### src/rtl/memory_access_ctrl_pkg.sv
// Shared types and default sizes for the memory access controller.
// MEM_INIT_EN selects the reset state (INIT instead of IDLE).
package memory_ctrl_pkg;

  localparam int DATA_LENGTH = 8;
  localparam int ADDR_LENGTH = 4;
  localparam int MEM_DEPTH   = 2**ADDR_LENGTH;

  typedef enum logic [2:0] {
    INIT    = 3'd0,
    IDLE    = 3'd1,
    ISSUE   = 3'd2,
    CAPTURE = 3'd3,
    RESP    = 3'd4
  } ctrl_state_t;

  function automatic ctrl_state_t reset_state();
`ifdef MEM_INIT_EN
    return INIT;
`else
    return IDLE;
`endif
  endfunction

endpackage

### src/rtl/memory_access_ctrl.sv
// Valid/ready front end for a single-port synchronous memory with a registered read port.
// Optional MEM_INIT_EN: after reset, fill every location with INIT_VALUE before accepting requests.
module memory_access_ctrl
  import memory_ctrl_pkg::*;
#(
  parameter int data_length = DATA_LENGTH,
  parameter int addr_length = ADDR_LENGTH,
  parameter logic [data_length-1:0] INIT_VALUE = {data_length{1'b0}}
) (
  input  logic                   clk,
  input  logic                   reset,
  input  logic                   req_valid,
  output logic                   req_ready,
  input  logic                   req_write,
  input  logic [addr_length-1:0] req_addr,
  input  logic [data_length-1:0] req_wdata,
  output logic                   rsp_valid,
  input  logic                   rsp_ready,
  output logic [data_length-1:0] rsp_rdata,
  output logic                   mem_read_write,
  output logic [addr_length-1:0] mem_address,
  output logic [data_length-1:0] mem_data_in,
  input  logic [data_length-1:0] mem_data_out
);

  ctrl_state_t state;
  ctrl_state_t next_state;
  logic        accept;

`ifdef MEM_INIT_EN
  localparam logic [addr_length:0] cnt_one = {{addr_length{1'b0}}, 1'b1};
  // MSB of the counter sets once every address has been issued.
  logic [addr_length:0] init_cnt;
  logic                 init_done;
  assign init_done = init_cnt[addr_length];
`endif

  assign req_ready = (state == IDLE);
  assign accept    = req_valid & req_ready;

  // Next-state decode; ISSUE uses the registered write strobe to tell write from read.
  always_comb begin
    next_state = state;
    case (state)
      INIT: begin
`ifdef MEM_INIT_EN
        if (init_done) begin
          next_state = IDLE;
        end else begin
          next_state = INIT;
        end
`else
        next_state = IDLE;
`endif
      end
      IDLE: begin
        if (accept) begin
          next_state = ISSUE;
        end else begin
          next_state = IDLE;
        end
      end
      ISSUE: begin
        if (mem_read_write) begin
          next_state = IDLE;
        end else begin
          next_state = CAPTURE;
        end
      end
      CAPTURE: next_state = RESP;
      RESP: begin
        if (rsp_ready) begin
          next_state = IDLE;
        end else begin
          next_state = RESP;
        end
      end
      default: next_state = IDLE;
    endcase
  end

  // State register plus registered memory pins and response channel.
  always_ff @(posedge clk) begin
    if (reset) begin
      state          <= reset_state();
      mem_read_write <= 1'b0;
      mem_address    <= {addr_length{1'b0}};
      mem_data_in    <= {data_length{1'b0}};
      rsp_valid      <= 1'b0;
      rsp_rdata      <= {data_length{1'b0}};
`ifdef MEM_INIT_EN
      init_cnt       <= {(addr_length+1){1'b0}};
`endif
    end else begin
      state <= next_state;
      case (state)
        INIT: begin
`ifdef MEM_INIT_EN
          if (init_done) begin
            mem_read_write <= 1'b0;
          end else begin
            mem_read_write <= 1'b1;
            mem_address    <= init_cnt[addr_length-1:0];
            mem_data_in    <= INIT_VALUE;
            init_cnt       <= init_cnt + cnt_one;
          end
`else
          mem_read_write <= 1'b0;
`endif
        end
        IDLE: begin
          if (accept) begin
            mem_address    <= req_addr;
            mem_data_in    <= req_wdata;
            mem_read_write <= req_write;
          end else begin
            mem_read_write <= 1'b0;
          end
        end
        // Drop the strobe on the edge the memory commits, so a write happens once.
        ISSUE: mem_read_write <= 1'b0;
        CAPTURE: begin
          rsp_rdata <= mem_data_out;
          rsp_valid <= 1'b1;
        end
        RESP: begin
          if (rsp_ready) begin
            rsp_valid <= 1'b0;
          end else begin
            rsp_valid <= 1'b1;
          end
        end
        default: mem_read_write <= 1'b0;
      endcase
    end
  end

endmodule

### config.mk
export PLATFORM = sky130hd
export DESIGN_NAME = memory_access_ctrl
export DESIGN_NICKNAME = d
export VERILOG_FILES = /design/src/rtl/memory_access_ctrl_pkg.sv /design/src/rtl/memory_access_ctrl.sv
export SDC_FILE = /design/constraint.sdc
export NUM_CORES = 1
export LEC_CHECK = 0
export ABC_AREA = 1
export BUFFER_PORTS_ARGS = -buffer_cell sky130_fd_sc_hd__buf_2
export CORE_ASPECT_RATIO = 1.4
export CORE_MARGIN = 5
export CORE_UTILIZATION = 44
export DETAILED_ROUTE_END_ITERATION = 10
export PLACE_DENSITY = 0.77
export SYNTH_ARGS = -nofsm -noshare
export SYNTH_HDL_FRONTEND = slang
export SYNTH_SLANG_ARGS = --single-unit
export TNS_END_PERCENT = 20
### constraint.sdc
create_clock -name clk -period 1.25 [get_ports clk]
set_input_delay 0.1875 -clock clk [delete_from_list [all_inputs] [get_ports clk]]
set_output_delay 0.1875 -clock clk [all_outputs]
set_load 0.01 [all_outputs]
Word level (Yosys, flattened, before mapping)

Index checks and enable logic that the tools add are counted.

Bits in registers: 25
Input port bits: 25
Output and inout port bits: 23
Logic and storage cells: 22

Equality and inequality tests: 4
Multiplexer cells: 8
Bitwise logic cells: 1
Reduce and logical (&&, ||, !) cells: 3

Operator list:

| operator                                                               | number |
|---|---|
| 3-bit case mux with 4 select lines                                     | 1 |
| 3-bit by 2-bit equality test with 1-bit output (second input constant) | 2 |
| 2-bit 2-to-1 mux                                                       | 2 |
| 1-bit case mux with 2 select lines                                     | 2 |
| 3-bit by 1-bit equality test with 1-bit output (second input constant) | 1 |
| 3-bit equality test (second input constant)                            | 1 |
| 3-bit 2-to-1 mux                                                       | 1 |
| 1-bit 2-to-1 mux                                                       | 2 |
| 2-bit AND reduction                                                    | 1 |
| 2-bit nonzero test                                                     | 1 |
| 2-bit OR reduction                                                     | 1 |
| 1-bit AND                                                              | 1 |

Longest topological paths before layout

Gate-level depths: netlist (run 1).

Depth in word-level cells: 4
Depth in mapped cells: 7
Mapped depth without buffers: 6

Worst setup path before layout (run 1)

No wires, ideal clock.

Kind: reg-to-reg
Start point: register state[2]
End point: register mem_address[0]
Library setup time: 0.113 ns
Arrival: 0.928 ns
Required time: 1.137 ns
Setup slack: 0.209 ns
Stages on the path, launching flop included: 8
Path buffers: 1
Cell sequence: dfxtp_1 inv_2 nand3_2 nor2_4 buf_6 nand2_1 nand2_1 nor2_1

Word-level cells in the longest chain between the ends: 3

RTL lines:

| element                                          | RTL line                                           | text |
|---|---|---|
| start: declaration                               | memory_access_ctrl.sv:26                           | `ctrl_state_t state;` |
| start signal: assignment                         | memory_access_ctrl.sv:85                           | `state <= reset_state();` |
| start signal: assignment                         | memory_access_ctrl.sv:95                           | `state <= next_state;` |
| 3-bit by 1-bit equality test with 1-bit output * | memory_access_ctrl.sv:38, memory_access_ctrl.sv:96 |  |
| 1-bit AND                                        | memory_access_ctrl.sv:39                           | `assign accept = req_valid & req_ready;` |
| 2-bit AND reduction (no line) *                  | n/a                                                |  |
| end signal: assignment                           | memory_access_ctrl.sv:87                           | `mem_address <= {addr_length{1'b0}};` |
| end signal: assignment                           | memory_access_ctrl.sv:113                          | `mem_address <= req_addr;` |
| end: declaration                                 | memory_access_ctrl.sv:21                           | `output logic [addr_length-1:0] mem_address,` |

Mark *: on every way between the ends. The rest lies on a longest branch, timed or not.
A chain may end at the register's enable or synchronous reset.

Worst setup path after layout (run 1)

Start point: register state[2]
End point: output port req_ready

Word-level cells in the longest chain between the ends: 1

RTL lines:

| element                                        | RTL line                 | text |
|---|---|---|
| 3-bit by 1-bit equality test with 1-bit output | memory_access_ctrl.sv:38 | `assign req_ready = (state == IDLE);` |
| end: declaration                               | memory_access_ctrl.sv:13 | `output logic req_ready,` |

No other way between the ends.

==> results of run 1 <==
==> flip-flops by register name, summed over array words and instances, names as in the netlist <==
signal and flops:
mem_read_write 1, rsp_valid 1, mem_address 4, state 3, mem_data_in 8, rsp_rdata 8
==> metal layers <==
metal | vias to the layer above | track usage, % | part of all wire, %
met4 | 0 | 7.67 | 2.1
met1 | 404 | 16.2 | 44
met5 | - | 0 | 0
met3 | 4 | 2.68 | 9.8
met2 | 38 | 21.7 | 44
li1 | 527 | - | -
==> metrics by stage <==
stage	instances	util [%]	hold slack [ns]	TNS, ns	instance area [um2]
floorplan	145	-	0.319	0	1000
global placement	213	58.4	0.420	0	1270
detailed placement	213	58.4	0.427	0	1270
CTS	217	60.1	0.0880	0	1310
global route	217	60.2	0.105	-0.0933	1310
finish	217	60.2	0.101	0	1310
==> worst register-to-register path, delay by kind of cell, from the launching register on <==
kind          cells  cell delay, ns
flops             1            0.36
buf+inv           2            0.14
simple gates      4            0.60
==> layout make-up <==
type                            instances  area (um2)  area share [%]
Multi-Input combinational cell         94         400            30.5
Sequential cell                        25         504            38.5
Inverter                               22        82.6            6.30
Timing Repair Buffer                   50         270            20.6
Tap cell                               22        27.5            2.10
Clock buffer                            4        26.3            2.00
==> synthesized netlist by cell type (all sizes together) <==
cell type  number  area, um2
inv            22       82.6
nor2           45        176
clkbuf          1       3.75
dfxtp          25        500
nand3           8       45.0
o21a            1       7.51
buf             3       26.3
nand2          31        116
o21ai           9       45.0
==> where the power goes <==
part / leakage, nW / internal, W / switching, W / total [W]
Combinational: 0.538 / 0.000253 / 0.000330 / 0.000583
Clock: 0.0150 / 0.000125 / 0.000223 / 0.000347
Sequential: 0.206 / 0.000921 / 0.0000688 / 0.000989
==> cells in the final DEF (no fill, tap or decap), drive strengths merged <==
master,n
buf,50
clkbuf,4
dfxtp,25
inv,22
nand2,31
nand3,8
nor2,45
o21a,1
o21ai,9
==> how the worst max path moves through the flow <==
stage	start	to	slack, ns	cells past startpoint
finish	state[2]	req_ready	0.05	4
global route	state[2]	state[0]	-0.04	6
CTS	state[1]	req_ready	0.006	4
detailed placement	state[0]	state[0]	0.07	5
global placement	state[0]	state[0]	0.14	5
floorplan	state[2]	mem_address[0]	0.21	7
==> cells by family (layout without fill, tap and decap cells) <==
| kind of cell | count (synthesis) | after routing | share of synthesized area [%] |
|---|---|---|---|
| compound gates | 10 | 10 | 5.24 |
| simple gates | 84 | 84 | 33.7 |
| flops | 25 | 25 | 49.9 |
| buf+inv | 26 | 76 | 11.2 |
==> timing repair <==
item / 4_1_cts / 5_1_grt
pin swaps: 0 / 1
endpoints found under the setup margin: 1 / 8
resized for setup: 4 / 3
==> impl_metrics.py, run 1 <==
metrics = {
    "logic_synthesis": {
        "ys_warn_count": 0,
        "netlist_area_um2": 1000,
        "netlist_instances": 145,
        "synth-seq-area-share_pct": 49.9,
        "synth_cell_types": 13,
        "ys_ff_latch": 25,
        "syn_avg_cell_area_um2": 6.92,
        "syn_nets": 170,
    },
    "floorplanning": {
        "rows": 20,
        "fp.dieW_um": 50.4,
        "start_util_pct": 46.1,
        "dieHeight_um": 66.5,
        "io_pins": 48,
        "core_area_um2": 2180,
        "dieArea_um2": 3350,
    },
    "timing": {
        "rsz0062_at_grt": "yes",
        "finalWorstSetupSlack_ns": 0.0493,
        "max_freq_ghz": 0.833,
        "relSlewSlack_pct": 77.0,
        "drv_slew": 0,
        "setup_viol": 0,
        "worst_pin_slew_ns": 0.345,
        "hold_viol_final": 0,
        "layout_min_cycle_time_ns": 1.20,
        "fin_crit_sh_pct": 96.1,
        "finClkSkew_ns": 0.00408,
    },
    "critical_path": {
        "worstPathRequired_ns": 1.06,
        "rr_startpoint": "state[2]",
        "cp_top_family": "flip-flops",
        "crit_fanout": 4,
        "cpPeakStageDelay_ns": 0.36,
        "r2r_end": "state[0]",
        "arrival_ns": 1.01,
        "crit_type": "reg2out",
        "cp_num_buf_inv": 3,
        "start_kind": "register",
        "crit_path_end_kind": "primary output",
        "r2r_slack_ns": 0.06,
        "slowest_stage": "dfxtp_2",
        "worstRegToRegCells": 6,
        "cp_cell_sequence": "inv_2 > nand3_4 > inv_1 > buf_2",
    },
    "clock_network": {
        "cts_max_level": 1,
        "cts.sinks": 25,
        "cts.clk_slew.worst_paths_ns": 0.12,
        "cts_root_buffer": "clkbuf_4",
        "hold_buffers": 0,
        "cts_tree": "built",
        "cts_setup_buffers": 0,
        "clock_latency_ns": 0.31,
        "cts_buffers": 3,
        "cts_buffer_depth": 2,
    },
    "cells_and_area": {
        "area_delta_synth_final_pct": 30.7,
        "nNetsFinal": 221,
        "nFillCells": 219,
        "antennaDiodeCount": 0,
        "drive_gt1_share_pct": 31.8,
    },
    "global_route": {
        "grt_pass1_wl_mm": 3.57,
        "gr-total-overflow": 0,
        "grt_pass1_vias": 889,
        "antenna_found_initial": 0,
        "grtUsageTotal_pct": 13.4,
        "grt_max_degree": 27,
    },
    "power": {
        "power.density_nw_per_um2": 1460,
        "p_leak_nw": 0.759,
        "p_total_w": 0.00192,
        "irDropWorstVdd_uv": 708,
    },
    "worst_hold_path": {
        "min_path_cells": 3,
        "worstHoldEndpoint": "mem_read_write",
        "min_from": "req_write",
        "min_path_type": "in2reg",
    },
    "drt": {
        "viasPerCell": 4.48,
        "vias": 973,
        "first_pass_iters": 4,
        "drtIter0Drc": 13,
        "routed_wl_mm": 2.10,
        "ant_nets": 0,
        "drc": 0,
        "wire_per_inst_um": 9.67,
    },
    "placement": {
        "port_buffers": 47,
        "dp_hpwl_mm": 1.65,
        "dp_slack_ns": 0.0730,
        "gp_congestion": 0.811,
    },
    "run": {
        "maxCapViolCount": 0,
    },
    "run_status": {
        "outcome": "finished, final reports clean",
    },
}
(Power assumes the default switching activity.)
==> inputs of run 2 (changes only) <==
--- a/config.mk
+++ b/config.mk
@@ -9,9 +9,9 @@
 export BUFFER_PORTS_ARGS = -buffer_cell sky130_fd_sc_hd__buf_2
 export CORE_ASPECT_RATIO = 1.4
 export CORE_MARGIN = 5
-export CORE_UTILIZATION = 44
+export CORE_UTILIZATION = 40
 export DETAILED_ROUTE_END_ITERATION = 10
-export PLACE_DENSITY = 0.77
+export PLACE_DENSITY = 0.73
 export SYNTH_ARGS = -nofsm -noshare
 export SYNTH_HDL_FRONTEND = slang
 export SYNTH_SLANG_ARGS = --single-unit
==> constraint.sdc (replaced) <==
create_clock -name clk -period 1 [get_ports clk]
set_input_delay 0.15 -clock clk [delete_from_list [all_inputs] [get_ports clk]]
set_output_delay 0.15 -clock clk [all_outputs]
set_load 0.01 [all_outputs]
==> run 2 against run 1 <==
The run now ends with negative setup slack left. Critical endpoint unchanged. Combinational power increased by 54%. Total power increased by 35%. Clock power increased by 26%. Sequential share of layout area decreased by 2.3 points. Final cell count increased by 9.7%. Non-clock buffer count increased by 9. Routed wire length increased by 11%. Core utilization increased by 0.79 points. Via count increased by 7.9%. Clock-buffer cell count unchanged.
==> impl_metrics.py, run 2 (same netlist as run 1, synthesis figures left out) <==
metrics = {
    "critical_path": {
        "arrival_ns": 1.05,
        "rr_startpoint": "state[2]",
        "start_kind": "register",
        "r2r_end": "mem_address[2]",
        "crit_type": "reg2out",
        "crit_path_end_kind": "primary output",
        "worstPathRequired_ns": 0.85,
        "crit_fanout": 3,
        "worstRegToRegCells": 8,
        "r2r_slack_ns": -0.13,
    },
    "global_route": {
        "gr-total-overflow": 0,
        "grt.met2_usage_pct": 24.0,
        "use_met3_pct": 3.44,
        "grtUsageTotal_pct": 13.8,
        "grtUsageMet1_pct": 14.7,
        "grt_pass1_vias": 1014,
        "grt_max_degree": 19,
        "grt_pass1_wl_mm": 3.93,
        "grt_most_used_layer": "met2",
        "antenna_found_initial": 0,
    },
    "timing": {
        "setup_viol": 25,
        "max_freq_ghz": 0.832,
        "hold_viol_final": 0,
        "fin_hold_ws_ns": 0.0610,
        "finalSetupTns_ns": -2.38,
        "finClkSkew_ns": 0.00414,
        "fin_crit_sh_pct": 120,
        "relSlewSlack_pct": 86.7,
        "worst_pin_slew_ns": 0.199,
        "layout_min_cycle_time_ns": 1.20,
        "finalWorstSetupSlack_ns": -0.201,
        "drv_slew": 0,
        "rsz0062_at_grt": "yes",
    },
    "power": {
        "irDropWorstVdd_uv": 960,
        "p_leak_nw": 0.819,
        "sequentialPowerShare_pct": 48.4,
        "power.density_nw_per_um2": 1780,
        "clkPwrFrac_pct": 16.9,
        "internal_power_w": 0.00177,
        "switching_share_pct": 31.9,
        "comb_power_share_pct": 34.7,
        "power.switching_w": 0.000827,
    },
    "drt": {
        "first_pass_iters": 4,
        "drtIter0Drc": 30,
        "ant_nets": 0,
        "wire_per_inst_um": 9.80,
        "vias": 1050,
        "drc": 0,
        "viasPerCell": 4.41,
        "routed_wl_mm": 2.33,
    },
    "placement": {
        "gp_congestion": 0.740,
        "port_buffers": 47,
        "dp_slack_ns": -0.0434,
        "dp_hpwl_mm": 1.88,
    },
    "clock_network": {
        "cts_root_buffer": "clkbuf_4",
        "cts_max_level": 1,
        "cts_tree": "built",
        "clock_latency_ns": 0.32,
        "cts.sinks": 25,
        "cts_buffers": 3,
        "cts_buffer_depth": 2,
        "cts.clk_slew.worst_paths_ns": 0.12,
    },
    "cells_and_area": {
        "area_delta_synth_final_pct": 45.4,
        "drive_gt1_share_pct": 45.1,
        "final_cell_mix": "nor2_1 (44), buf_2 (44), nand2_1 (27)",
        "antennaDiodeCount": 0,
        "reg_top3": "mem_data_in x8, rsp_rdata x8, mem_address x4",
        "utilization_pct": 61.0,
        "nNetsFinal": 230,
    },
    "floorplanning": {
        "fp.dieW_um": 52.3,
        "core_area_um2": 2390,
        "start_util_pct": 42.0,
        "dieHeight_um": 69.3,
        "rows": 21,
        "io_pins": 48,
        "dieArea_um2": 3620,
    },
    "run_status": {
        "outcome": "complete, but fails checks",
        "violations": "negative setup slack",
    },
    "worst_hold_path": {
        "worstHoldEndpoint": "mem_read_write",
        "min_path_type": "in2reg",
        "min_path_cells": 3,
        "min_from": "req_write",
    },
    "run": {
        "maxCapViolCount": 0,
    },
}
## run 2: power by group through the flow
stage	Clock (W)	Combinational, W	Sequential (W)
finish	0.000438	0.000899	0.00126
global route	0.000510	0.00102	0.00128
CTS	0.000464	0.000877	0.00124
detailed placement	0	0.000799	0.00126
global placement	0	0.000774	0.00125
floorplan	0	0.000413	0.00132
## run 2: cell type report
class | count | area (um2)
Sequential cell | 25 | 527
Fill cell | 233 | 932
Timing Repair Buffer | 59 | 368
Inverter | 22 | 82.6
Tap cell | 34 | 42.5
Clock buffer | 4 | 26.3
Multi-Input combinational cell | 94 | 413
## run 2: timing repair
item,4_1_cts,5_1_grt
cloned,0,0
setup buffers,3,1
pin swaps,3,1
resized for setup,8,27
hold buffers,0,0
hold endpoints to repair,0,0
setup endpoints to repair,22,43
## run 2: metrics by stage
| stage | cell area, um2 | power [W] | std cells |
|---|---|---|---|
| global route | 1460 | 0.00281 | 238 |
| CTS | 1400 | 0.00258 | 237 |
| floorplan | 1010 | 0.00173 | 145 |
| finish | 1460 | 0.00259 | 238 |
| global placement | 1340 | 0.00203 | 230 |
| detailed placement | 1340 | 0.00206 | 230 |
## run 2: routing by layer
layer / part of all wire [%] / vias up
li1: - / 547
met1: 39 / 451
met2: 50 / 47
met3: 9.3 / 5
met4: 1.9 / 0
met5: 0 / -
## run 2: critical path: stages, from the launching register on
cell and delay, ns:
dfxtp_2 0.35, inv_2 0.07, nand3_4 0.06, buf_6 0.12, inv_2 0.04, buf_6 0.09
## run 2: how the worst max path moves through the flow
stage	depth (start not counted)	start	endpoint	slack (ns)
final	5	state[2]	req_ready	-0.20
after global placement	5	state[2]	rsp_rdata[7]	0.002
after global routing	5	state[2]	req_ready	-0.27
after floorplan	7	state[2]	mem_address[0]	-0.03
after CTS	5	state[2]	req_ready	-0.21
after detailed placement	4	state[0]	rsp_rdata[5]	-0.04
==> inputs of run 3 (changes only) <==
==> constraint.sdc (replaced) <==
create_clock -name clk -period 1 [get_ports clk]
set_input_delay 0.2 -clock clk [delete_from_list [all_inputs] [get_ports clk]]
set_output_delay 0.2 -clock clk [all_outputs]
set_load 0.01 [all_outputs]
==> run 3 against run 2 <==
The flow still finishes with violations (negative setup slack). Clock-buffer cell count stayed put. Non-clock buffer count stayed put. Setup slack worse by 0.053 ns. Sequential cell count stayed put. First-iteration DRC count is 60% lower. Clock power hardly changed. Core utilization is 5.7 points higher. Maximum frequency is 4.2% lower. Register-to-register slack hardly changed. Die area stayed put. Clock skew hardly changed. Critical path depth stayed put. Largest power group unchanged.
==> impl_metrics.py, run 3 (same netlist as run 1, synthesis figures left out) <==
metrics = {
    "run_status": {
        "outcome": "complete, but fails checks",
        "violations": "negative setup slack",
    },
    "power": {
        "p_leak_nw": 0.842,
        "irDropWorstVdd_uv": 934,
        "power.density_nw_per_um2": 1740,
    },
    "cells_and_area": {
        "area_delta_synth_final_pct": 58.9,
        "fin_cells": 238,
        "final_cell_mix": "nor2_1 (44), nand2_1 (26), buf_6 (26)",
        "utilization_pct": 66.7,
        "nNetsFinal": 230,
        "drive_gt1_share_pct": 48.5,
        "nFillCells": 221,
        "final_common_cell": "nor2_1",
        "design_area_um2": 1590,
        "reg_top3": "mem_data_in x8, rsp_rdata x8, mem_address x4",
        "antennaDiodeCount": 0,
    },
    "global_route": {
        "grtUsageMet1_pct": 14.3,
        "grt.met2_usage_pct": 25.4,
        "grt_pass1_vias": 1014,
        "grt_pass1_wl_mm": 4.03,
        "grtUsageTotal_pct": 14.2,
        "gr-total-overflow": 0,
        "use_met3_pct": 3.87,
        "antenna_found_initial": 0,
        "grt_max_degree": 19,
        "grt_most_used_layer": "met2",
    },
    "clock_network": {
        "cts_max_level": 1,
        "cts.clk_slew.worst_paths_ns": 0.13,
        "cts_tree": "built",
        "hold_buffers": 0,
        "cts_root_buffer": "clkbuf_4",
        "cts_buffers": 3,
        "cts_buffer_depth": 2,
        "clock_latency_ns": 0.32,
        "cts.sinks": 25,
    },
    "drt": {
        "wire_per_inst_um": 10.3,
        "viasPerCell": 4.47,
        "vias": 1065,
        "drtIter0Drc": 12,
        "ant_nets": 0,
        "routed_wl_mm": 2.46,
        "drc": 0,
        "first_pass_iters": 4,
    },
    "timing": {
        "setup_viol": 25,
        "worst_pin_slew_ns": 0.202,
        "relSlewSlack_pct": 86.6,
        "layout_min_cycle_time_ns": 1.25,
        "finalWorstSetupSlack_ns": -0.254,
        "max_freq_ghz": 0.797,
        "fin_crit_sh_pct": 125,
        "hold_viol_final": 0,
        "fin_hold_ws_ns": 0.109,
        "drv_slew": 0,
        "rsz0062_at_grt": "yes",
        "finClkSkew_ns": 0.00367,
        "finalSetupTns_ns": -2.54,
    },
    "critical_path": {
        "slowest_stage": "dfxtp_2",
        "cpPeakStageDelay_ns": 0.35,
        "crit_path_end_kind": "primary output",
        "start_kind": "register",
        "crit_fanout": 3,
        "worstPathRequired_ns": 0.80,
        "arrival_ns": 1.05,
        "cp_cell_sequence": "inv_2 > nand3_4 > buf_6 > inv_2 > buf_6",
        "crit_type": "reg2out",
    },
    "floorplanning": {
        "start_util_pct": 42.0,
        "dieArea_um2": 3620,
        "dieHeight_um": 69.3,
        "rows": 21,
        "io_pins": 48,
        "fp.dieW_um": 52.3,
        "core_area_um2": 2390,
    },
    "placement": {
        "dp_hpwl_mm": 1.88,
        "gp_congestion": 0.740,
        "port_buffers": 47,
        "place_area_um2": 1340,
        "place_inst": 230,
    },
    "worst_hold_path": {
        "min_path_type": "in2reg",
    },
    "run": {
        "maxCapViolCount": 0,
    },
}
[run 3: cell type report]
type                            instances  area [um2]  area share [%]
Multi-Input combinational cell         94         415            26.1
Sequential cell                        25         534            33.5
Inverter                               22        82.6            5.18
Tap cell                               34        42.5            2.67
Timing Repair Buffer                   59         493            30.9
Clock buffer                            4        26.3            1.65
[run 3: report_power, final]
group          internal, W  switching (W)  total, W
registers          0.00118       0.000115   0.00130
clock network     0.000156       0.000285  0.000441
logic             0.000572       0.000468   0.00104
total              0.00191       0.000868   0.00278
[run 3: metal layers]
layer	vias to the layer above	share of wire, %
li1	546	-
met1	473	37
met2	41	52
met3	5	8.7
met4	0	2.1
met5	-	0
[run 3: timing repair]
action | in CTS | in global routing
pin swaps | 3 | 1
endpoints found under the hold margin | 0 | 0
buffers inserted | 3 | 1
resized for setup | 47 | 15
endpoints found under the setup margin | 44 | 48
[run 3: worst paths after layout]
kind	startpoint	endpoint	slack [ns]	depth (start not counted)
hold / removal	req_write	mem_read_write	0.11	3
setup reg to reg	state[2]	mem_address[2]	-0.13	8
hold reg to reg	rsp_valid	rsp_valid	0.49	2
setup / recovery	state[2]	req_ready	-0.25	5
[run 3: stage by stage]
step / power, W / setup slack [ns]
2_1_floorplan: 0.00173 / -0.0306
3_3_place_gp: 0.00203 / 0.00232
3_5_place_dp: 0.00206 / -0.0434
4_1_cts: 0.00273 / -0.262
5_1_grt: 0.00298 / -0.325
6_report: 0.00278 / -0.254
[run 3: critical path, delay by kind of cell (launching register included)]
family | cells | cell delay, ns
buffers and inverters | 4 | 0.32
AND/OR/NAND/NOR | 1 | 0.06
flip-flops | 1 | 0.35
